===== config.mk =====
export PLATFORM = sky130hd
export DESIGN_NAME = pc_fetch_unit
export DESIGN_NICKNAME = d
export VERILOG_FILES = /design/src/rtl/pc_fetch_unit.sv
export SDC_FILE = /design/constraint.sdc
export NUM_CORES = 1
export LEC_CHECK = 0
export CAP_MARGIN = 20
export CORE_ASPECT_RATIO = 0.9
export CORE_MARGIN = 2
export CORE_UTILIZATION = 40
export CTS_CLUSTER_SIZE = 25
export DETAILED_ROUTE_END_ITERATION = 16
export HOLD_SLACK_MARGIN = 0.05
export PLACE_DENSITY = 0.71
export SYNTH_ARGS = -nofsm -noshare
export SYNTH_HDL_FRONTEND = slang
export SYNTH_SLANG_ARGS = --single-unit

===== constraint.sdc =====
create_clock -name clk -period 2.8 [get_ports clk]
set_input_delay 0.42 -clock clk [delete_from_list [all_inputs] [get_ports clk]]
set_output_delay 0.42 -clock clk [all_outputs]
set_load 0.02 [all_outputs]

===== src/rtl/pc_fetch_unit.sv =====
// rtl/pc_fetch_unit.sv - fetch stage: PC register, single-outstanding imem request, decode handoff
module pc_fetch_unit #(
  parameter int                WORD     = 32,
  parameter logic [WORD-1:0]   RESET_PC = '0,
  parameter int unsigned       PC_STEP  = 4
) (
  input  logic            clk,
  input  logic            rst,
  input  logic            branch_taken,
  input  logic [WORD-1:0] branch_target,
  output logic            imem_req,
  output logic [WORD-1:0] imem_addr,
  input  logic            imem_gnt,
  input  logic            imem_rvalid,
  input  logic [WORD-1:0] imem_rdata,
  output logic            id_valid,
  output logic [WORD-1:0] id_instr,
  output logic [WORD-1:0] id_pc,
  input  logic            id_ready
);

  typedef enum logic [1:0] {
    S_ISSUE,
    S_WAIT,
    S_DROP
  } state_t;

  state_t          state, state_next;
  logic [WORD-1:0] pc;
  logic [WORD-1:0] fetch_pc;
  logic            handshake;
  logic            advance;
  logic            load;

  assign imem_addr = pc;

  always_comb begin
    state_next = state;
    advance    = 1'b0;
    load       = 1'b0;
    // Only request when the output register will be free to take the response.
    imem_req   = !rst && (state == S_ISSUE) && (!id_valid || id_ready);
    handshake  = imem_req && imem_gnt;
    case (state)
      S_ISSUE: begin
        if (branch_taken) begin
          state_next = handshake ? S_DROP : S_ISSUE;
        end else if (handshake) begin
          state_next = S_WAIT;
          advance    = 1'b1;
        end
      end
      S_WAIT: begin
        if (imem_rvalid) begin
          state_next = S_ISSUE;
          load       = !branch_taken;
        end else if (branch_taken) begin
          state_next = S_DROP;
        end
      end
      S_DROP: begin
        if (imem_rvalid) begin
          state_next = S_ISSUE;
        end
      end
      default: state_next = S_ISSUE;
    endcase
  end

  always_ff @(posedge clk) begin
    if (rst) begin
      state    <= S_ISSUE;
      pc       <= RESET_PC;
      fetch_pc <= '0;
      id_valid <= 1'b0;
      id_instr <= '0;
      id_pc    <= '0;
    end else begin
      state <= state_next;

      if (branch_taken) begin
        pc <= branch_target;
      end else if (advance) begin
        pc <= pc + WORD'(PC_STEP);
      end

      if (advance) begin
        fetch_pc <= pc;
      end

      // A redirect flushes decode even if decode is accepting this cycle.
      if (branch_taken) begin
        id_valid <= 1'b0;
      end else if (load) begin
        id_valid <= 1'b1;
        id_instr <= imem_rdata;
        id_pc    <= fetch_pc;
      end else if (id_valid && id_ready) begin
        id_valid <= 1'b0;
      end
    end
  end

endmodule


==> results.toml, run 1 <==
[place]
gp_congestion = 0.836
dpl_worst_slack_ps = 354
io_buffers = 167
dp_hpwl_um = 10100
place_inst = 959

[pwr]
switching_share_pct = 22.4
power_frac_seq_pct = 44.8
p_int_mw = 3.43
pwr-share-comb_pct = 9.0
peakVddDrop_v = 0.000399
power.clock.fraction_pct = 46.3
power.density_nw_per_um2 = 584
p_leak_nw = 2.55
power.switching_uw = 992

[routing]
drcViolationCount = 0
wl_um = 14400
vias = 5016
drt-wirelength-per-cell_um = 14.6
drtIter0Drc = 396
viasPerCell = 5.08
drtAntennaViolNets = 0
first_pass_iters = 5

[logic_synthesis]
synth_area_um2 = 5220
synthDistinctLibCells = 42
ys_warn_count = 0
syn-mean-instance-area_um2 = 7.88
synth_nets = 733
synth_seq_area_share_pct = 50.3
synth_cells = 662
ys_seq_elements = 131

[sta]
slew-limit-headroom_pct = 51.8
layout_min_cycle_time_ps = 2460
skew_ps = 10.3
setup_tns_ps = 0
hold_slack_ps = 449
final-max-slew-violation-count = 0
finalHoldViolations = 0
setup_viol = 0
clock.fmax_ghz = 0.406
layout_setup_ws_ps = 340
worst_pin_slew_ps = 723
rsz0062_at_grt = "no"
finalCritPeriodShare_pct = 87.9

[floorplanning]
coreArea_um2 = 12700
std_cell_rows = 39
die-area_um2 = 14000
die_w_um = 124
io_pins = 168
start_util_pct = 41.0
die_y_um = 112

[clock_network]
h-tree-depth = 4
hold_buffers = 0
clk_latency_ps = 410
cts_sinks = 131
root_buffer = "clkbuf_16"
cts_tree = "built"
clock_path_buffers = 2
post_cts_resized = 0
post-cts-setup-buffers = 0
numCtsBuffers = 17
path_clk_slew_ps = 50

[global_routing]
met3_usage_pct = 5.77
grt.total_usage_pct = 20.6
grt_pass1_vias = 4768
use_met1_pct = 28.6
overflow = 0
grt_use_met2_pct = 31.1
grt_antenna_before_repair = 0
grt_pass1_wl_um = 23600
grt_max_degree = 70
grt_busiest_layer = "met2"

[min_path]
holdCritPathClass = "reg -> reg"

[worst_setup_path]
critPathMaxFanout = 2
crit_family = "buffers and inverters"
startpoint_type = "input port"
cp.arrival_ps = 2040
path_cells = "clkdlybuf4s50_1, nand2b_1, nor4b_1, clkdlybuf4s50_1"
crit_path_end_kind = "output pin"
path_buf_inv = 2
crit_required_ps = 2380
cpMostUsedCell = "clkdlybuf4s50_1"
slowest_delay_ps = 710
path_class = "in -> out"
slowest_stage = "clkdlybuf4s50_1"

[layout]
n_antenna_cell = 0
layout.cells.non_filler = 988
nNetsFinal = 885
area_delta_synth_final_pct = 45.0
drive_gt1_share_pct = 5.46
post-route-util_pct = 59.4

[run]
maxCapViolations = 0

[run_status]
status = "complete, no violations"
cells in the mapped netlist (all sizes together):
cell / count / area share [%]
and4: 3 / 0.50
or3: 2 / 0.24
or2: 1 / 0.12
ha: 1 / 0.24
nor3: 10 / 0.96
and2: 5 / 0.60
xnor2: 20 / 3.4
and2b: 1 / 0.14
mux2i: 3 / 0.58
o21ai: 7 / 0.67
a21boi: 1 / 0.14
nand4: 9 / 1.3
o31ai: 1 / 0.14
nor2: 24 / 1.7
buf: 5 / 0.46
and3: 12 / 1.4
inv: 4 / 0.29
nand2b: 1 / 0.12
a21oi: 111 / 11
clkinv: 1 / 0.072
nor4: 7 / 1.1
dfxtp: 131 / 50
o2bb2ai: 1 / 0.17
or4: 1 / 0.14
nand2: 214 / 15
nand3: 13 / 1.2
xor2: 3 / 0.50
o21a: 1 / 0.14
clkbuf: 40 / 2.9
a31oi: 3 / 0.36
a211oi: 11 / 1.6
nor2b: 1 / 0.12
nor4b: 2 / 0.62
o22ai: 8 / 0.96
a311oi: 3 / 0.50
o311ai: 1 / 0.17
layout by cell type, fill, tap and decap left out, types with 2 or more instances in the layout:
| master | netlist | final |
|---|---|---|
| o21ai_0 | 7 | 7 |
| nand3_1 | 13 | 12 |
| nand2_1 | 213 | 213 |
| or3_1 | 2 | 2 |
| a21oi_1 | 111 | 111 |
| clkbuf_1 | 39 | 5 |
| inv_1 | 4 | 4 |
| nor2_1 | 24 | 22 |
| mux2i_1 | 3 | 3 |
| clkbuf_16 | 0 | 17 |
| bufinv_16 | 0 | 2 |
| nor4_1 | 6 | 6 |
| nand4_2 | 2 | 2 |
| nand4_1 | 7 | 7 |
| and2_1 | 5 | 5 |
| clkinv_2 | 0 | 3 |
| xnor2_1 | 20 | 20 |
| buf_4 | 0 | 11 |
| a211oi_1 | 11 | 11 |
| dfxtp_1 | 131 | 131 |
| nor3_1 | 10 | 10 |
| a311oi_1 | 3 | 3 |
| o22ai_1 | 8 | 8 |
| xor2_1 | 3 | 3 |
| and4_1 | 3 | 3 |
| a31oi_1 | 3 | 3 |
| clkdlybuf4s50_1 | 0 | 166 |
| and3_1 | 12 | 12 |
cells by family (layout without fill, tap and decap cells):
kind of cell | after synthesis | after routing | share of synthesized area [%]
flip-flops | 131 | 131 | 50.3
XOR/XNOR | 23 | 23 | 3.86
buffers and inverters | 50 | 212 | 3.72
adder cells (fa/ha/maj) | 1 | 1 | 0.240
multiplexers | 3 | 3 | 0.575
AND/OR/NAND/NOR | 306 | 306 | 25.9
AO/OA/AOI/OAI | 148 | 148 | 15.5
sequential cells by signal (all words and copies together), names as in the netlist:
signal,cells
id_valid,1
fetch_pc,32
id_instr,32
state,2
id_pc,32
imem_addr,32
cell type report:
cell class,instances,area [um2]
Multi-Input combinational cell,481,2420
Clock buffer,23,458
Inverter,5,18.8
Clock inverter,6,82.6
Timing Repair Buffer,178,1760
Tap cell,164,205
Fill cell,1155,5170
Sequential cell,131,2620
worst paths after layout:
| path | from | cells past startpoint | endpoint | slack [ps] |
|---|---|---|---|---|
| min | fetch_pc[9] | 2 | id_pc[9] | 450 |
| max | id_ready | 4 | imem_req | 340 |
| min reg2reg | fetch_pc[9] | 2 | id_pc[9] | 450 |
| max reg2reg | state[1] | 5 | imem_addr[22] | 820 |
metrics by stage:
| step | total power, mW | instance area (um2) |
|---|---|---|
| after global placement | 2.40 | 7030 |
| final | 4.42 | 7570 |
| after global routing | 4.59 | 7570 |
| after floorplan | 2.18 | 5220 |
| after detailed placement | 2.41 | 7030 |
| after CTS | 4.45 | 7570 |
per-layer routing:
layer  up-vias  wire, um
li1       2540         -
met5         -         0
met2       186      6350
met1      2278      6930
met3        12       949
met4         0       170
tightest hold or removal path, stage by stage (launching register included):
cell	delay [ps]
dfxtp_1	300
nand2_1	50
a21oi_1	50
power groups by stage:
| stage | Combinational, mW | Clock, mW | Sequential [mW] |
|---|---|---|---|
| 6_report | 0.396 | 2.05 | 1.98 |
| 5_1_grt | 0.426 | 2.18 | 1.98 |
| 4_1_cts | 0.396 | 2.08 | 1.98 |
| 3_5_place_dp | 0.392 | 0 | 2.01 |
| 3_3_place_gp | 0.387 | 0 | 2.01 |
| 2_1_floorplan | 0.147 | 0 | 2.04 |
Note: power is estimated with default switching activity, not from simulation.
==> run 2: changes to the inputs <==
--- a/config.mk
+++ b/config.mk
@@ -6,13 +6,14 @@
 export NUM_CORES = 1
 export LEC_CHECK = 0
 export CAP_MARGIN = 20
+export CELL_PAD_IN_SITES_DETAIL_PLACEMENT = 1
+export CELL_PAD_IN_SITES_GLOBAL_PLACEMENT = 2
 export CORE_ASPECT_RATIO = 0.9
-export CORE_MARGIN = 2
-export CORE_UTILIZATION = 40
+export CORE_UTILIZATION = 25
 export CTS_CLUSTER_SIZE = 25
 export DETAILED_ROUTE_END_ITERATION = 16
 export HOLD_SLACK_MARGIN = 0.05
-export PLACE_DENSITY = 0.71
+export PLACE_DENSITY_LB_ADDON = 0.1
 export SYNTH_ARGS = -nofsm -noshare
 export SYNTH_HDL_FRONTEND = slang
 export SYNTH_SLANG_ARGS = --single-unit
==> constraint.sdc (replaced) <==
create_clock -name clk -period 2.4 [get_ports clk]
set_input_delay 0.36 -clock clk [delete_from_list [all_inputs] [get_ports clk]]
set_output_delay 0.36 -clock clk [all_outputs]
set_load 0.02 [all_outputs]
==> results.toml, run 2 (synthesis results as in run 1) <==
[layout]
final_cell_mix = "nand2_1 (213), clkdlybuf4s50_1 (166), dfxtp_1 (131)"
fill_cells = 2397
layout.cells.non_filler = 1099
post-route-util_pct = 39.1
area_delta_synth_final_pct = 51.6
design_area_um2 = 7910
mostFrequentLayoutCell = "nand2_1"
drive_gt1_share_pct = 8.18
n_antenna_cell = 0
nNetsFinal = 902

[floorplanning]
coreArea_um2 = 20200
std_cell_rows = 49
start_util_pct = 25.8
die-area_um2 = 21500
io_pins = 168
die_w_um = 154
die_y_um = 139

[pwr]
switching_share_pct = 24.5
power.density_nw_per_um2 = 699
pwr-share-comb_pct = 9.6
power.clock.fraction_pct = 49.1
p_total_mw = 5.53
power_frac_seq_pct = 41.3
power.switching_mw = 1.36
peakVddDrop_v = 0.000328
p_leak_nw = 2.68
p_int_mw = 4.17

[routing]
first_pass_iters = 4
vias = 5179
viasPerCell = 4.71
drt-wirelength-per-cell_um = 16.4
drcViolationCount = 0
wl_um = 18000
drtAntennaViolNets = 0
drtIter0Drc = 164

[clock_network]
cts_sinks = 131
clk_latency_ps = 420
post-cts-setup-buffers = 0
hold_buffers = 0
root_buffer = "clkbuf_16"
path_clk_slew_ps = 60
numCtsBuffers = 17
h-tree-depth = 4
clock_path_buffers = 2
cts_tree = "built"
post_cts_resized = 0

[place]
place_area_um2 = 7290
io_buffers = 167
place_inst = 1067
dp_hpwl_um = 12800
gp_congestion = 0.797

[sta]
hold_slack_ps = 453
layout_min_cycle_time_ps = 2210
skew_ps = 10.7
setup_viol = 0
final-max-slew-violation-count = 0
finalCritPeriodShare_pct = 91.9
clock.fmax_ghz = 0.453
finalHoldViolations = 0
rsz0062_at_grt = "no"
worst_pin_slew_ps = 955
slew-limit-headroom_pct = 36.2

[global_routing]
grt.total_usage_pct = 17.0
grt_pass1_wl_um = 28600
overflow = 0
grt_pass1_vias = 5413
grt_antenna_before_repair = 0
grt_max_degree = 65

[worst_setup_path]
path_buf_inv = 2
cpMostUsedCell = "clkdlybuf4s50_1"
startpoint_type = "input port"
path_class = "in -> out"
ff2ff_setup_slack_ps = 260
crit_required_ps = 2040
r2r-end = "id_pc[20]"
reg2reg_depth = 6
slowest_stage = "clkdlybuf4s50_1"
cp.arrival_ps = 1850
critPathMaxFanout = 2
r2r_start = "state[0]"
slowest_delay_ps = 660
crit_path_end_kind = "output pin"
path_cells = "clkdlybuf4s50_1, nand2b_1, nor4b_1, clkdlybuf4s50_1"
crit_family = "buffers and inverters"

[min_path]
min_to = "id_pc[22]"
holdPathStages = 2
holdCritPathClass = "reg -> reg"
hold_start = "fetch_pc[22]"

[run_status]
status = "complete, no violations"

[run]
maxCapViolations = 0
[run 2: worst max path at each step]
stage,start,to,slack (ps),cells past startpoint
CTS,id_ready,imem_req,170,4
detailed placement,imem_rvalid,id_instr[26],-1,6
global placement,imem_rvalid,id_pc[30],90,6
finish,id_ready,imem_req,190,4
floorplan,id_valid,imem_req,620,3
global route,state[0],id_instr[30],20,6
[run 2: worst reg2reg max path, stage by stage, from the launching register on]
cell     delay [ps]
dfxtp_1         450
and2b_1         210
nand2_1         120
nor2_4          730
buf_4           340
nand2_1          90
a21oi_1         120
[run 2: final cells by class]
class	instances	area (um2)	area share, %
sequential	131	2620	33.1
multi-input combinational	481	2420	30.5
timing repair buffer	195	1920	24.2
clock buffer	19	443	5.60
tap	255	319	4.03
clock inverter	13	176	2.23
inverter	5	18.8	0.237
[run 2: through the flow]
step | setup TNS (ps) | setup WS (ps)
detailed placement | -1.38 | -1.38
floorplan | 0 | 620
CTS | 0 | 174
global route | 0 | 20.6
global placement | 0 | 91.3
finish | 0 | 194
[run 2: per-layer routing]
| metal | global-route usage (%) | share of wire [%] |
|---|---|---|
| met3 | 4.06 | 4.5 |
| met4 | 6.77 | 2.2 |
| met1 | 22.2 | 49 |
| met2 | 27.1 | 44 |
| met5 | 0 | 0 |
[run 2: power by group through the flow]
| stage | Sequential (mW) | Combinational (mW) | Clock, mW |
|---|---|---|---|
| 6_report | 2.29 | 0.531 | 2.71 |
| 4_1_cts | 2.29 | 0.539 | 2.80 |
| 3_3_place_gp | 2.33 | 0.529 | 0 |
| 5_1_grt | 2.29 | 0.572 | 2.90 |
| 3_5_place_dp | 2.33 | 0.535 | 0 |
| 2_1_floorplan | 2.37 | 0.172 | 0 |
